`config.mk`:
```
export PLATFORM = sky130hd
export DESIGN_NAME = fpu_issue_arbiter
export DESIGN_NICKNAME = d
export VERILOG_FILES = /design/src/rtl/fpu_issue_arbiter_pkg.sv /design/src/rtl/fpu_issue_arbiter_rr_arbiter.sv /design/src/rtl/fpu_issue_arbiter.sv
export SDC_FILE = /design/constraint.sdc
export NUM_CORES = 1
export LEC_CHECK = 0
export ABC_AREA = 0
export ABC_CLOCK_PERIOD_IN_PS = 4200
export BUFFER_PORTS_ARGS = -buffer_cell sky130_fd_sc_hd__buf_2
export CORE_AREA = 2 2 173 175
export DETAILED_ROUTE_END_ITERATION = 6
export DIE_AREA = 0 0 175 177
export PLACE_DENSITY = 0.56
export SYNTH_ARGS = -nofsm -noshare
export SYNTH_HDL_FRONTEND = slang
export SYNTH_SLANG_ARGS = --single-unit
```
`constraint.sdc`:
```
create_clock -name clk -period 4.2 [get_ports clk]
set_input_delay 0.63 -clock clk [delete_from_list [all_inputs] [get_ports clk]]
set_output_delay 0.63 -clock clk [all_outputs]
set_load 0.01 [all_outputs]
```
`src/rtl/fpu_issue_arbiter_pkg.sv`:
```
// Shared types and constants for the FPU issue arbiter: opcode enum, flag layout,
// and the canonical result substituted for unsupported opcodes.
package fpu_pkg;

  localparam int FLAG_W = 8;
  localparam logic [31:0] CANON_QNAN = 32'h7FC0_0000;
  localparam logic [FLAG_W-1:0] BAD_OP_FLAGS = 8'h02;

  typedef enum logic [2:0] {
    ADD  = 3'd0,
    SUB  = 3'd1,
    MUL  = 3'd2,
    DIV  = 3'd3,
    I2F  = 3'd4,
    F2I  = 3'd5,
    RSV6 = 3'd6,
    RSV7 = 3'd7
  } fpu_op_e;

  typedef struct packed {
    logic div_by_zero;
    logic zero;
    logic underflow;
    logic overflow;
    logic ine;
    logic qnan;
    logic snan;
    logic inf;
  } fpu_flags_t;

  function automatic logic is_bad_op(input logic [2:0] op);
    return (fpu_op_e'(op) == RSV6) || (fpu_op_e'(op) == RSV7);
  endfunction

endpackage

```
`src/rtl/fpu_issue_arbiter_rr_arbiter.sv`:
```
// Combinational round-robin arbiter: first asserted request at or above ptr,
// wrapping, reported both as a one-hot grant and as an encoded index.
module rr_arbiter #(
  parameter int N = 4
) (
  input  logic [N-1:0]         req,
  input  logic [$clog2(N)-1:0] ptr,
  output logic [N-1:0]         grant,
  output logic [$clog2(N)-1:0] idx
);

  localparam int IDW = $clog2(N);

  logic [IDW:0]   sum;
  logic [IDW-1:0] pos;
  logic           found;

  always_comb begin
    grant = '0;
    idx   = '0;
    found = 1'b0;
    sum   = '0;
    pos   = '0;
    for (int k = 0; k < N; k++) begin
      // Modulo by subtraction keeps the search correct for non-power-of-two N.
      sum = {1'b0, ptr} + (IDW+1)'(k);
      if (sum >= (IDW+1)'(N)) sum = sum - (IDW+1)'(N);
      pos = sum[IDW-1:0];
      if (!found && req[pos]) begin
        found      = 1'b1;
        grant[pos] = 1'b1;
        idx        = pos;
      end
    end
  end

endmodule

```
`src/rtl/fpu_issue_arbiter.sv`:
```
// Shares one pipelined FPU between NREQ clients; a shadow tag pipe returns each
// result with its requester ID. Optional STICKY_FLAGS_EN adds per-requester sticky flags.
module fpu_issue_arbiter
  import fpu_pkg::*;
#(
  parameter int NREQ    = 4,
  parameter int LATENCY = 4
) (
  input  logic                       clk,
  input  logic                       rst,
  input  logic [NREQ-1:0]            req_valid,
  output logic [NREQ-1:0]            req_ready,
  input  logic [NREQ*3-1:0]          req_op,
  input  logic [NREQ*2-1:0]          req_rmode,
  input  logic [NREQ*32-1:0]         req_opa,
  input  logic [NREQ*32-1:0]         req_opb,
  output logic [2:0]                 fpu_op,
  output logic [1:0]                 fpu_rmode,
  output logic [31:0]                fpu_opa,
  output logic [31:0]                fpu_opb,
  input  logic [31:0]                fpu_out,
  input  logic [FLAG_W-1:0]          fpu_flags,
  output logic                       rsp_valid,
  output logic [$clog2(NREQ)-1:0]    rsp_id,
  output logic [31:0]                rsp_out,
`ifdef STICKY_FLAGS_EN
  input  logic                       flag_clr,
  output logic [NREQ*FLAG_W-1:0]     sticky_flags,
`endif
  output logic [FLAG_W-1:0]          rsp_flags
);

  localparam int IDW = $clog2(NREQ);

  logic [NREQ-1:0] grant;
  logic [IDW-1:0]  gnt_idx;
  logic [IDW-1:0]  rr_ptr;
  logic            accept;
  logic [2:0]      sel_op;

  rr_arbiter #(.N(NREQ)) u_arb (
    .req   (req_valid),
    .ptr   (rr_ptr),
    .grant (grant),
    .idx   (gnt_idx)
  );

  assign req_ready = rst ? '0 : grant;
  assign accept    = |req_ready;
  assign sel_op    = req_op[gnt_idx*3 +: 3];

  always_ff @(posedge clk) begin
    if (rst)
      rr_ptr <= '0;
    else if (accept)
      rr_ptr <= (gnt_idx == IDW'(NREQ-1)) ? '0 : gnt_idx + 1'b1;
  end

  // ---- p0: issue register driving the FPU operand bus ----
  logic [2:0]  op_p0;
  logic [1:0]  rmode_p0;
  logic [31:0] opa_p0;
  logic [31:0] opb_p0;

  always_ff @(posedge clk) begin
    if (rst) begin
      op_p0    <= '0;
      rmode_p0 <= '0;
      opa_p0   <= '0;
      opb_p0   <= '0;
    end else if (accept) begin
      op_p0    <= sel_op;
      rmode_p0 <= req_rmode[gnt_idx*2 +: 2];
      opa_p0   <= req_opa[gnt_idx*32 +: 32];
      opb_p0   <= req_opb[gnt_idx*32 +: 32];
    end
  end

  assign fpu_op    = op_p0;
  assign fpu_rmode = rmode_p0;
  assign fpu_opa   = opa_p0;
  assign fpu_opb   = opb_p0;

  // ---- p0..pLATENCY: tag shadow pipe, aligned with the FPU result ----
  logic [LATENCY:0] vld_p;
  logic [LATENCY:0] bad_p;
  logic [IDW-1:0]   id_p [LATENCY+1];

  always_ff @(posedge clk) begin
    if (rst) begin
      vld_p <= '0;
      bad_p <= '0;
      for (int i = 0; i <= LATENCY; i++) id_p[i] <= '0;
    end else begin
      vld_p <= {vld_p[LATENCY-1:0], accept};
      bad_p <= {bad_p[LATENCY-1:0], accept & is_bad_op(sel_op)};
      id_p[0] <= gnt_idx;
      for (int i = 1; i <= LATENCY; i++) id_p[i] <= id_p[i-1];
    end
  end

  // ---- response: tag pipe output merged with the FPU result ----
  fpu_flags_t flags_in;
  assign flags_in  = fpu_flags;
  // Gating with rst drops a tag that is still visible during the reset cycle.
  assign rsp_valid = vld_p[LATENCY] & ~rst;

  always_comb begin
    rsp_id    = '0;
    rsp_out   = '0;
    rsp_flags = '0;
    if (rsp_valid) begin
      rsp_id    = id_p[LATENCY];
      rsp_out   = bad_p[LATENCY] ? CANON_QNAN : fpu_out;
      rsp_flags = bad_p[LATENCY] ? BAD_OP_FLAGS : flags_in;
    end
  end

`ifdef STICKY_FLAGS_EN
  always_ff @(posedge clk) begin
    if (rst || flag_clr)
      sticky_flags <= '0;
    else if (rsp_valid)
      sticky_flags[rsp_id*FLAG_W +: FLAG_W] <= sticky_flags[rsp_id*FLAG_W +: FLAG_W] | rsp_flags;
  end
`endif

endmodule
```
==> results of run 1 <==
[power groups by stage]
stage | Clock, W | Sequential, W | Combinational [W]
4_1_cts | 0.000907 | 0.00131 | 0.00374
6_report | 0.000861 | 0.00130 | 0.00367
2_1_floorplan | 0 | 0.00142 | 0.00265
3_3_place_gp | 0 | 0.00132 | 0.00370
3_5_place_dp | 0 | 0.00132 | 0.00373
5_1_grt | 0.000936 | 0.00134 | 0.00406
[final cells by class]
class                      instances  area share, %
clock buffer                      10          2.706
clock inverter                     6         0.8575
inverter                           7         0.3105
multi-input combinational        430          41.22
sequential                        91          21.53
tap                              390          5.766
timing repair buffer             450          27.62
[kinds of logic (layout without fill, tap and decap cells)]
family,count (synthesis),in the layout,share of synthesized area [%]
DFF,91,91,32.38
buffers and inverters,60,473,5.939
xor gates and xnor gates,1,1,0.1557
muxes,75,75,29.38
AOI/OAI and AO/OA,99,99,10.61
and+or+nand+nor,247,247,19.75
adders and majority gates,8,8,1.779
[worst reg2reg max path: cells and delay by family (launching register included)]
kind                     cells  cell delay [ps]
adder cells (fa/ha/maj)      1              500
flip-flops                   1              660
AND/OR/NAND/NOR              3              610
buffers and inverters        2              600
AO/OA/AOI/OAI                4              990
[per-layer routing]
metal	up-vias	track usage (%)	wire length (um)
met2	303	24.16	11090
met4	4	4.826	451
met1	2804	14.86	8505
met5	-	0	21
met3	30	3.630	1734
li1	2869	-	-
[through the flow]
step / cell area [um2] / std cells
floorplan: 5625 / 581
global placement: 8162 / 1368
detailed placement: 8162 / 1368
CTS: 8463 / 1384
global route: 8463 / 1384
finish: 8463 / 1384
[how the worst max path moves through the flow]
| stage | startpoint | end | slack (ps) | depth (start not counted) |
|---|---|---|---|---|
| global placement | rr_ptr[1]$_SDFFE_PP0P_ | bad_p[0]$_SDFF_PP0_ | 880 | 9 |
| CTS | rr_ptr[1]$_SDFFE_PP0P_ | req_ready[2] | 570 | 8 |
| global route | rr_ptr[1]$_SDFFE_PP0P_ | req_ready[2] | 330 | 8 |
| floorplan | rr_ptr[0]$_SDFFE_PP0P_ | fpu_opa[10]$_SDFFE_PP0P_ | 1270 | 11 |
| detailed placement | rr_ptr[1]$_SDFFE_PP0P_ | rr_ptr[1]$_SDFFE_PP0P_ | 820 | 10 |
| finish | rr_ptr[1]$_SDFFE_PP0P_ | req_ready[3] | 560 | 8 |
[registers in the layout, indices dropped and copies added, names as in the netlist]
register and cells:
vld_p 5, rr_ptr 2, fpu_opa 32, bad_p 5, id_p 10, fpu_opb 32, fpu_rmode 2, fpu_op 3
[cell usage after synthesis (3+ instances only)]
| master | instances | area (um2) |
|---|---|---|
| a21oi_1 | 69 | 345.3 |
| a21oi_2 | 8 | 70.07 |
| and2_1 | 33 | 206.5 |
| buf_12 | 3 | 60.06 |
| buf_2 | 21 | 105.1 |
| clkbuf_1 | 24 | 90.09 |
| dfxtp_1 | 91 | 1822 |
| ha_1 | 8 | 100.1 |
| inv_1 | 7 | 26.28 |
| mux4_2 | 72 | 1622 |
| nand2_1 | 152 | 570.6 |
| nor2_1 | 27 | 101.4 |
| nor2b_1 | 20 | 125.1 |
| nor3b_1 | 3 | 22.52 |
| o21ai_1 | 3 | 15.01 |
==> results.md, run 1 <==
* Status: finished, final reports clean
* Postcts setup bufs at 0
* Main synth FF type: dfxtp_1
* Die area at 30980 um2
* Buffers and inverters on the worst path at 2
* CP delay by family, top: compound AO/OA/AOI/OAI gates
* Core Box Area at 29240 um2
* RSZ-0062 raised after global routing: no
* Critical path type: reg2out
* Worst R2R Setup Slack at 760 ps
* DR WL/cell at 15.75 um
* Layout cells sized above 1 at a little under three fifths
* CP most frequent cell: a21oi_1
* Worst Skew at 6.352 ps
* Most common cell after layout, fill and taps aside: buf_2
* Final Hold Vio Count at 0
* CTS tree: yes
* Post-CTS Resized at 0
* Slew Limit Fails at 0
* Hold slack at approximately 440 ps
* Reg2Reg Depth at 10
* WL final at roughly 22000 um
* Cell count after synthesis at 581
* Seq pwr share at 22.4%
* Yosys reg bits at 91
* Synth cell types at 45
* Ys Warns at 0
* Worst hold stages at 1
* Worst R2R End: fpu_opb[14]$_SDFFE_PP0P_
* CTS Buf Count at 9
* First-pass GRT wire length at about 32000 um
* Grt ovf at 0
* CTS root buf: clkbuf_16
* VDD IR-drop max at 0.0005347 V
* WP data arrival at 3010 ps
* Layout area overhead at 50.44%
* Comb pwr share at between 60% and 70%
* GRT Total Usage at 13.30%
* F_max at 0.2744 GHz
* CP endpoint kind: primary output
* Leakage at about 4 nW
* Final WS setup at 556.0 ps
* # IOs at 438
* Most frequent cells in the layout: buf_2 (436), nand2_1 (152), dfxtp_1 (91)
* Reg-to-Reg Start: rr_ptr[1]$_SDFFE_PP0P_
* Initial antenna violation count at 3
* Hold/Removal Path Class: reg2reg
* Htree depth at 3
* Largest fanout on the critical path at 13
* Number of diodes at 0
* Flip-flop and latch area at 1822 um2
* Post-DP HPWL at about 18000 um
* Row Count at 63
* Seq/Total Area, Yosys at 32.38%
* Starting Density at 19.24%
* Syn nets at 911
* Asr flop ratio synth at 0%
* Worst-Margin Slew at 778.4 ps
* CP Launch Type: flip-flop
* Vias/cell at 4.342
* Vias in the first global route at 5880
* CP required at 3570 ps
* Vias at 6010
* Hold_buf cts at 0
* Fillcell total at around 3.2k
* DRC Markers at 0
* Post-synth EDFFs at 0
* Gpl congestion at between 0.7 and 0.8
* Max Buffers Root-to-Sink at 2
* IO Port Bufs at 437
* Slowest stage delay, CP at 660 ps
* Hold EP: id_p[0][6]$_SDFF_PP0_
* Minimum clock period at 3644 ps
* Detailed router's first-iteration violation count at approximately 230
* Slew margin rel. at 48.11%
* Pre-CTS setup slack at 818.4 ps
* Die Width at ~180 um
* Largest net degree at the start of global routing at 64
* CTS sink cnt at slightly above 90
* Max_cap viols at 0
* Avg Inst Size Synth at 9.682 um2
* Clock transition at the registers of the reported paths at about 70 ps
* Final setup TNS at 0 ps
* Min-delay src: id_p[0][4]$_SDFF_PP0_
* Final setup violation count at 0
* Int Power at 0.003405 W
* Slowest CP cell: dfxtp_1
* Clock power share at 14.8%
* Drt pass-1 iters at 4
* PwrDens at 689.4 nW/um2
* Clock latency on the worst-skew pair at 350 ps
* Sw Share at 41.64%
* Netlist Area Pre-Place at 5625 um2
* Antenna viol nets, final at 0
* Area of the multi-input gates at around 3500 um2
* Final Cycle Share at around 87%
* Switching pwr at 0.002430 W
* Total Power at between 0.005 and 0.006 W
* Final Core Density at between 20 and 30%
* Chip height at roughly 180 um
* Nets@finish at 1319
* Crit-path cells: inv_1, ha_1, and3b_1, a21oi_1, o21ai_0, nand2_1, a21oi_1, buf_2
(Power assumes the default switching activity.)
==> run 2: changes to the inputs <==
--- a/config.mk
+++ b/config.mk
@@ -6,7 +6,7 @@
 export NUM_CORES = 1
 export LEC_CHECK = 0
 export ABC_AREA = 0
-export ABC_CLOCK_PERIOD_IN_PS = 4200
+export ABC_CLOCK_PERIOD_IN_PS = 4100
 export BUFFER_PORTS_ARGS = -buffer_cell sky130_fd_sc_hd__buf_2
 export CORE_AREA = 2 2 173 175
 export DETAILED_ROUTE_END_ITERATION = 6
==> constraint.sdc (replaced) <==
create_clock -name clk -period 4.1 [get_ports clk]
set_input_delay 0.615 -clock clk [delete_from_list [all_inputs] [get_ports clk]]
set_output_delay 0.615 -clock clk [all_outputs]
set_load 0.01 [all_outputs]
==> results.md, run 2 (same netlist as run 1, synthesis figures left out) <==
* DRC Markers at 0 (unchanged)
* Chip height at 177 um (unchanged)
* Gpl congestion at 0.7867 (was 0.7958)
* Final setup violation count at 0 (unchanged)
* Slew margin rel. at 47.94% (was 48.11%)
* Reg-to-Reg Start: rr_ptr[1]$_SDFFE_PP0P_ (unchanged)
* Minimum clock period at roughly 3700 ps
* Min-delay src: id_p[0][2]$_SDFF_PP0_ (was id_p[0][4]$_SDFF_PP0_)
* CTS Buf Count at 9 (unchanged)
* Max Buffers Root-to-Sink at 2 (unchanged)
* Drt pass-1 iters at 4 (unchanged)
* # IOs at 438 (unchanged)
* Worst Skew at 8.800 ps (was 6.352 ps)
* Clock transition at the registers of the reported paths at 70 ps (about the same)
* Hold EP: id_p[0][4]$_SDFF_PP0_ (was id_p[0][6]$_SDFF_PP0_)
* Hold_buf cts at 0 (unchanged)
* Initial antenna violation count at 7 (was 3)
* Sw Share at 41.41% (was 41.64%)
* Largest net degree at the start of global routing at 74 (was 64)
* Row Count at 63 (unchanged)
* Leakage at 4.063 nW (was 4.089 nW)
* WL final at 21350 um (was 21800 um)
* Slew Limit Fails at 0 (unchanged)
* Final setup TNS at 0 ps (unchanged)
* Detailed router's first-iteration violation count at 229 (was 234)
* Final Cycle Share at 89.57%
* Reg2Reg Depth at 10 (unchanged)
* CTS sink cnt at 91 (unchanged)
* Grt ovf at 0 (unchanged)
* Final WS setup at 427.6 ps (was 556.0 ps)
* Comb pwr share at 62.7% (was 62.9%)
* Max_cap viols at 0 (unchanged)
* Htree depth at 3 (unchanged)
* CTS tree: yes (unchanged)
* Fillcell total at 3130 (was 3168)
* CP endpoint kind: primary output (unchanged)
* Die area at 30980 um2 (unchanged)
* PwrDens at 702.6 nW/um2 (was 689.4 nW/um2)
* Critical path type: reg2out (unchanged)
* Worst R2R End: fpu_opb[30]$_SDFFE_PP0P_ (was fpu_opb[14]$_SDFFE_PP0P_)
* Layout area overhead at 50.20% (was 50.44%)
* Final cell count without fillers at 1381 (was 1384)
* Starting Density at 19.24% (unchanged)
* Status: finished, final reports clean (unchanged)
* GRT Total Usage at 13.04% (was 13.30%)
* Seq pwr share at 22.6% (was 22.4%)
* Die Width at 175 um (unchanged)
* Final Core Density at 28.89% (was 28.94%)
* RSZ-0062 raised after global routing: no (unchanged)
* Worst hold stages at 1 (unchanged)
* Nets@finish at 1315 (was 1319)
* Post-DP HPWL at 16780 um (was 17500 um)
* First-pass GRT wire length at 31210 um (was 31630 um)
* Postcts setup bufs at 0 (unchanged)
* Post-CTS Resized at 0 (unchanged)
* Pre-CTS setup slack at 688.3 ps (was 818.4 ps)
* Antenna viol nets, final at 0 (unchanged)
* CP Launch Type: flip-flop (unchanged)
* Vias in the first global route at 5801 (was 5880)
* Clock latency on the worst-skew pair at 340 ps (was 350 ps)
* VDD IR-drop max at 0.0004840 V (was 0.0005347 V)
* IO Port Bufs at 437 (unchanged)
* WP data arrival at 3060 ps (was 3010 ps)
* Switching pwr at 0.002459 W (was 0.002430 W)
* Final Hold Vio Count at 0 (unchanged)
* Int Power at 0.003478 W (was 0.003405 W)
* Worst R2R Setup Slack at 660 ps (was 760 ps)
* Core Box Area at 29240 um2 (unchanged)
* Vias at 6016 (was 6010)
* CTS root buf: clkbuf_16 (unchanged)
* Clock power share at 14.7% (was 14.8%)
* DR WL/cell at 15.46 um (was 15.75 um)
* Hold/Removal Path Class: reg2reg (unchanged)
* Cells after DPL at 1364 (was 1368)
* Vias/cell at 4.356 (was 4.342)
* Most common cell after layout, fill and taps aside: buf_2 (unchanged)
* Layout cells sized above 1 at 55.21% (was 55.33%)
* Most frequent cells in the layout: buf_2 (436), nand2_1 (152), dfxtp_1 (91) (unchanged)
* CP required at 3480 ps (was 3570 ps)
* Worst-Margin Slew at 781.0 ps (was 778.4 ps)
* F_max at about 0.27 GHz
* Largest fanout on the critical path at 13 (unchanged)
## run 2: metrics by stage
stage	area [um2]	hold WS, ps	total power (W)
after floorplan	5625	413.8	0.004172
after global placement	8144	415.5	0.005130
after detailed placement	8144	421.2	0.005157
after CTS	8444	436.1	0.006075
after global routing	8444	455.4	0.006459
final	8449	435.5	0.005937
## run 2: routing by layer
metal	vias to the layer above	global-route usage [%]	wire (um)	share of wire (%)
met3	31	4.360	1921	9.0
met2	301	23.42	10890	51
met4	8	4.236	459	2.2
met5	-	0	45	0.21
met1	2809	14.48	8029	38
li1	2867	-	-	-
## run 2: power groups by stage
stage	clock [W]	sequential, W	combinational (W)
detailed placement	0	0.00136	0.00380
global placement	0	0.00136	0.00377
finish	0.000874	0.00134	0.00372
global route	0.000955	0.00138	0.00412
CTS	0.000922	0.00135	0.00381
floorplan	0	0.00146	0.00271
## run 2: critical path, cell delays in order (launching register included)
cell,delay [ps]
dfxtp_1,640
inv_1,200
ha_1,510
and3b_1,200
a21oi_1,50
o21ai_0,520
nand2_1,120
a21oi_1,280
buf_2,190
## run 2: final cells by class
class	count	area (um2)	area share (%)
Sequential cell	91	1822	21.56
Tap cell	390	488.0	5.775
Antenna cell	2	5.005	0.05923
Clock buffer	10	239.0	2.828
Timing Repair Buffer	446	2320	27.45
Inverter	7	26.28	0.3110
Multi-Input combinational cell	430	3488	41.29
Clock inverter	5	61.31	0.7256
## run 2: worst max-delay path by stage
stage | start | end | slack [ps]
after floorplan | rr_ptr[0]$_SDFFE_PP0P_ | fpu_opa[10]$_SDFFE_PP0P_ | 1170
after global placement | rr_ptr[1]$_SDFFE_PP0P_ | rr_ptr[1]$_SDFFE_PP0P_ | 830
after detailed placement | rr_ptr[1]$_SDFFE_PP0P_ | fpu_opb[30]$_SDFFE_PP0P_ | 690
after CTS | rr_ptr[1]$_SDFFE_PP0P_ | req_ready[3] | 430
after global routing | rr_ptr[1]$_SDFFE_PP0P_ | req_ready[3] | 180
final | rr_ptr[1]$_SDFFE_PP0P_ | req_ready[3] | 430
==> run 3: changes to the inputs <==
--- a/config.mk
+++ b/config.mk
@@ -8,10 +8,13 @@
 export ABC_AREA = 0
 export ABC_CLOCK_PERIOD_IN_PS = 4100
 export BUFFER_PORTS_ARGS = -buffer_cell sky130_fd_sc_hd__buf_2
-export CORE_AREA = 2 2 173 175
+export CELL_PAD_IN_SITES_DETAIL_PLACEMENT = 2
+export CELL_PAD_IN_SITES_GLOBAL_PLACEMENT = 2
+export CORE_AREA = 2 2 172 174
 export DETAILED_ROUTE_END_ITERATION = 6
-export DIE_AREA = 0 0 175 177
-export PLACE_DENSITY = 0.56
+export DIE_AREA = 0 0 174 176
+export PLACE_DENSITY = 0.87
+export SKIP_CTS_REPAIR_TIMING = 1
 export SYNTH_ARGS = -nofsm -noshare
 export SYNTH_HDL_FRONTEND = slang
 export SYNTH_SLANG_ARGS = --single-unit
==> results.md, run 3 (same netlist as run 1, synthesis figures left out) <==
* RSZ-0062 raised after global routing: no (unchanged)
* Drt pass-1 iters at 4 (unchanged)
* Reg-to-Reg Start: rr_ptr[1]$_SDFFE_PP0P_ (unchanged)
* Initial antenna violation count at 6 (was 7)
* Vias at 6302 (was 6016)
* Largest fanout on the critical path at 13 (unchanged)
* Hold/Removal Path Class: reg2reg (unchanged)
* # IOs at 438 (unchanged)
* First-pass GRT wire length at 42280 um (was 31210 um)
* Row Count at 62 (was 63)
* Most common cell after layout, fill and taps aside: buf_2 (unchanged)
* WP data arrival at 3050 ps (was 3060 ps)
* PwrDens at 725.7 nW/um2 (was 702.6 nW/um2)
* Worst hold stages at 1 (unchanged)
* GRT Total Usage at 18.51% (was 13.04%)
* Max_cap viols at 0 (unchanged)
* Final WS setup at 433.6 ps (was 427.6 ps)
* Slew margin rel. at 56.19% (was 47.94%)
* Worst-Margin Slew at 650.3 ps (was 781.0 ps)
* Layout area overhead at 50.49% (was 50.20%)
* Htree depth at 3 (unchanged)
* Final Core Density at 29.65% (was 28.89%)
* IO Port Bufs at 437 (unchanged)
* Minimum clock period at 3666 ps (was 3672 ps)
* CP Launch Type: flip-flop (unchanged)
* F_max at 0.2727 GHz (was 0.2723 GHz)
* CTS Buf Count at 9 (unchanged)
* CP required at 3480 ps (about the same)
* Antenna viol nets, final at 0 (unchanged)
* Detailed router's first-iteration violation count at 189 (was 229)
* Met2 WL post-DR at 15500 um (was 10890 um)
* Slew Limit Fails at 0 (unchanged)
* DR WL/cell at 20.77 um (was 15.46 um)
* Worst R2R Setup Slack at 650 ps (was 660 ps)
* CTS sink cnt at 91 (unchanged)
* WL final at 28670 um (was 21350 um)
* Vias/cell at 4.567 (was 4.356)
* Final setup TNS at 0 ps (unchanged)
* Hold EP: id_p[0][3]$_SDFF_PP0_ (was id_p[0][4]$_SDFF_PP0_)
* Top Metal Used: met5 (unchanged)
* Slowest CP cell: dfxtp_1 (unchanged)
* DRC Markers at 0 (unchanged)
* Crit-path cells: inv_1, ha_1, mux4_2, a221o_1, o21ai_1, a21oi_1, buf_2 (was inv_1, ha_1, and3b_1, a21oi_1, o21ai_0, nand2_1, a21oi_1, buf_2)
* Die area at 30620 um2 (was 30980 um2)
* Nets@finish at 1317 (was 1315)
* CP delay by family, top: compound AO/OA/AOI/OAI gates (unchanged)
* Layout cells sized above 1 at 55.20% (was 55.21%)
* Starting Density at 19.71% (was 19.24%)
* Post-DP HPWL at 23780 um (was 16780 um)
* Core Box Area at 28550 um2 (was 29240 um2)
* Met3 wire length at 2167 um (was 1921 um)
* Reg2Reg Depth at 10 (unchanged)
* Chip height at 176 um (was 177 um)
* Worst R2R End: fpu_op[0]$_SDFFE_PP0P_ (was fpu_opb[30]$_SDFFE_PP0P_)
* Largest net degree at the start of global routing at 73 (was 74)
* Clock transition at the registers of the reported paths at 60 ps (was 70 ps)
* Min-delay src: id_p[0][1]$_SDFF_PP0_ (was id_p[0][2]$_SDFF_PP0_)
* Status: finished, final reports clean (unchanged)
* VDD IR-drop max at 0.0004703 V (was 0.0004840 V)
* Gpl congestion at 0.7909 (was 0.7867)
* Grt ovf at 0 (unchanged)
* Vias in the first global route at 7044 (was 5801)
* Leakage at 4.084 nW (was 4.063 nW)
* Clock latency on the worst-skew pair at 360 ps (was 340 ps)
* Pre-CTS setup slack at 683.2 ps (was 688.3 ps)
* CTS tree: yes (unchanged)
* Slowest stage delay, CP at 650 ps (was 640 ps)
* Most frequent cells in the layout: buf_2 (436), nand2_1 (152), dfxtp_1 (91) (unchanged)
* Max Buffers Root-to-Sink at 2 (unchanged)
* Final Cycle Share at 89.42% (was 89.57%)
* CTS root buf: clkbuf_16 (unchanged)
* Critical path type: reg2out (unchanged)
* Final setup violation count at 0 (unchanged)
* Die Width at 174 um (was 175 um)
* Final Hold Vio Count at 0 (unchanged)
* Worst Skew at 7.253 ps (was 8.800 ps)
* Met1 wire length at 10010 um (was 8029 um)
* Fillcell total at 3358 (was 3130)
* CP endpoint kind: primary output (unchanged)
* Buffers and inverters on the worst path at 2 (unchanged)
## run 3: worst max-delay path by stage
stage	from	endpoint	slack, ps	cells after the start
global route	rr_ptr[1]$_SDFFE_PP0P_	req_ready[2]	130	8
floorplan	rr_ptr[0]$_SDFFE_PP0P_	fpu_opa[10]$_SDFFE_PP0P_	1170	11
CTS	rr_ptr[1]$_SDFFE_PP0P_	req_ready[2]	410	7
global placement	rr_ptr[1]$_SDFFE_PP0P_	fpu_opb[15]$_SDFFE_PP0P_	890	9
detailed placement	rr_ptr[1]$_SDFFE_PP0P_	fpu_opb[14]$_SDFFE_PP0P_	680	9
finish	rr_ptr[1]$_SDFFE_PP0P_	req_ready[2]	430	7
## run 3: report_power, final
group	switching [W]	internal [W]
Combinational	0.00208	0.00180
Clock	0.000369	0.000537
Sequential	0.000163	0.00119
## run 3: final cells by class
cell class	count	area, um2	area share, %
sequential	91	1822	21.52
tap	384	480.5	5.675
multi-input combinational	430	3488	41.21
clock buffer	14	284.0	3.355
timing repair buffer	448	2322	27.43
antenna	5	12.51	0.1478
clock inverter	1	30.03	0.3547
inverter	7	26.28	0.3104
## run 3: layer usage
layer / vias to the layer above / track usage (%)
met5: - / 0
met2: 304 / 35.61
met4: 2 / 8.789
li1: 2869 / -
met3: 43 / 4.802
met1: 3084 / 18.52
## run 3: stage by stage
stage          area [um2]  std cells  power [W]  hold slack [ps]
6_report             8466       1380   0.006143            439.0
5_1_grt              8458       1377   0.006630            457.0
4_1_cts              8453       1375   0.006264            443.2
3_5_place_dp         8139       1360   0.005327            427.2
3_3_place_gp         8139       1360   0.005144            414.4
2_1_floorplan        5625        581   0.004172            413.8
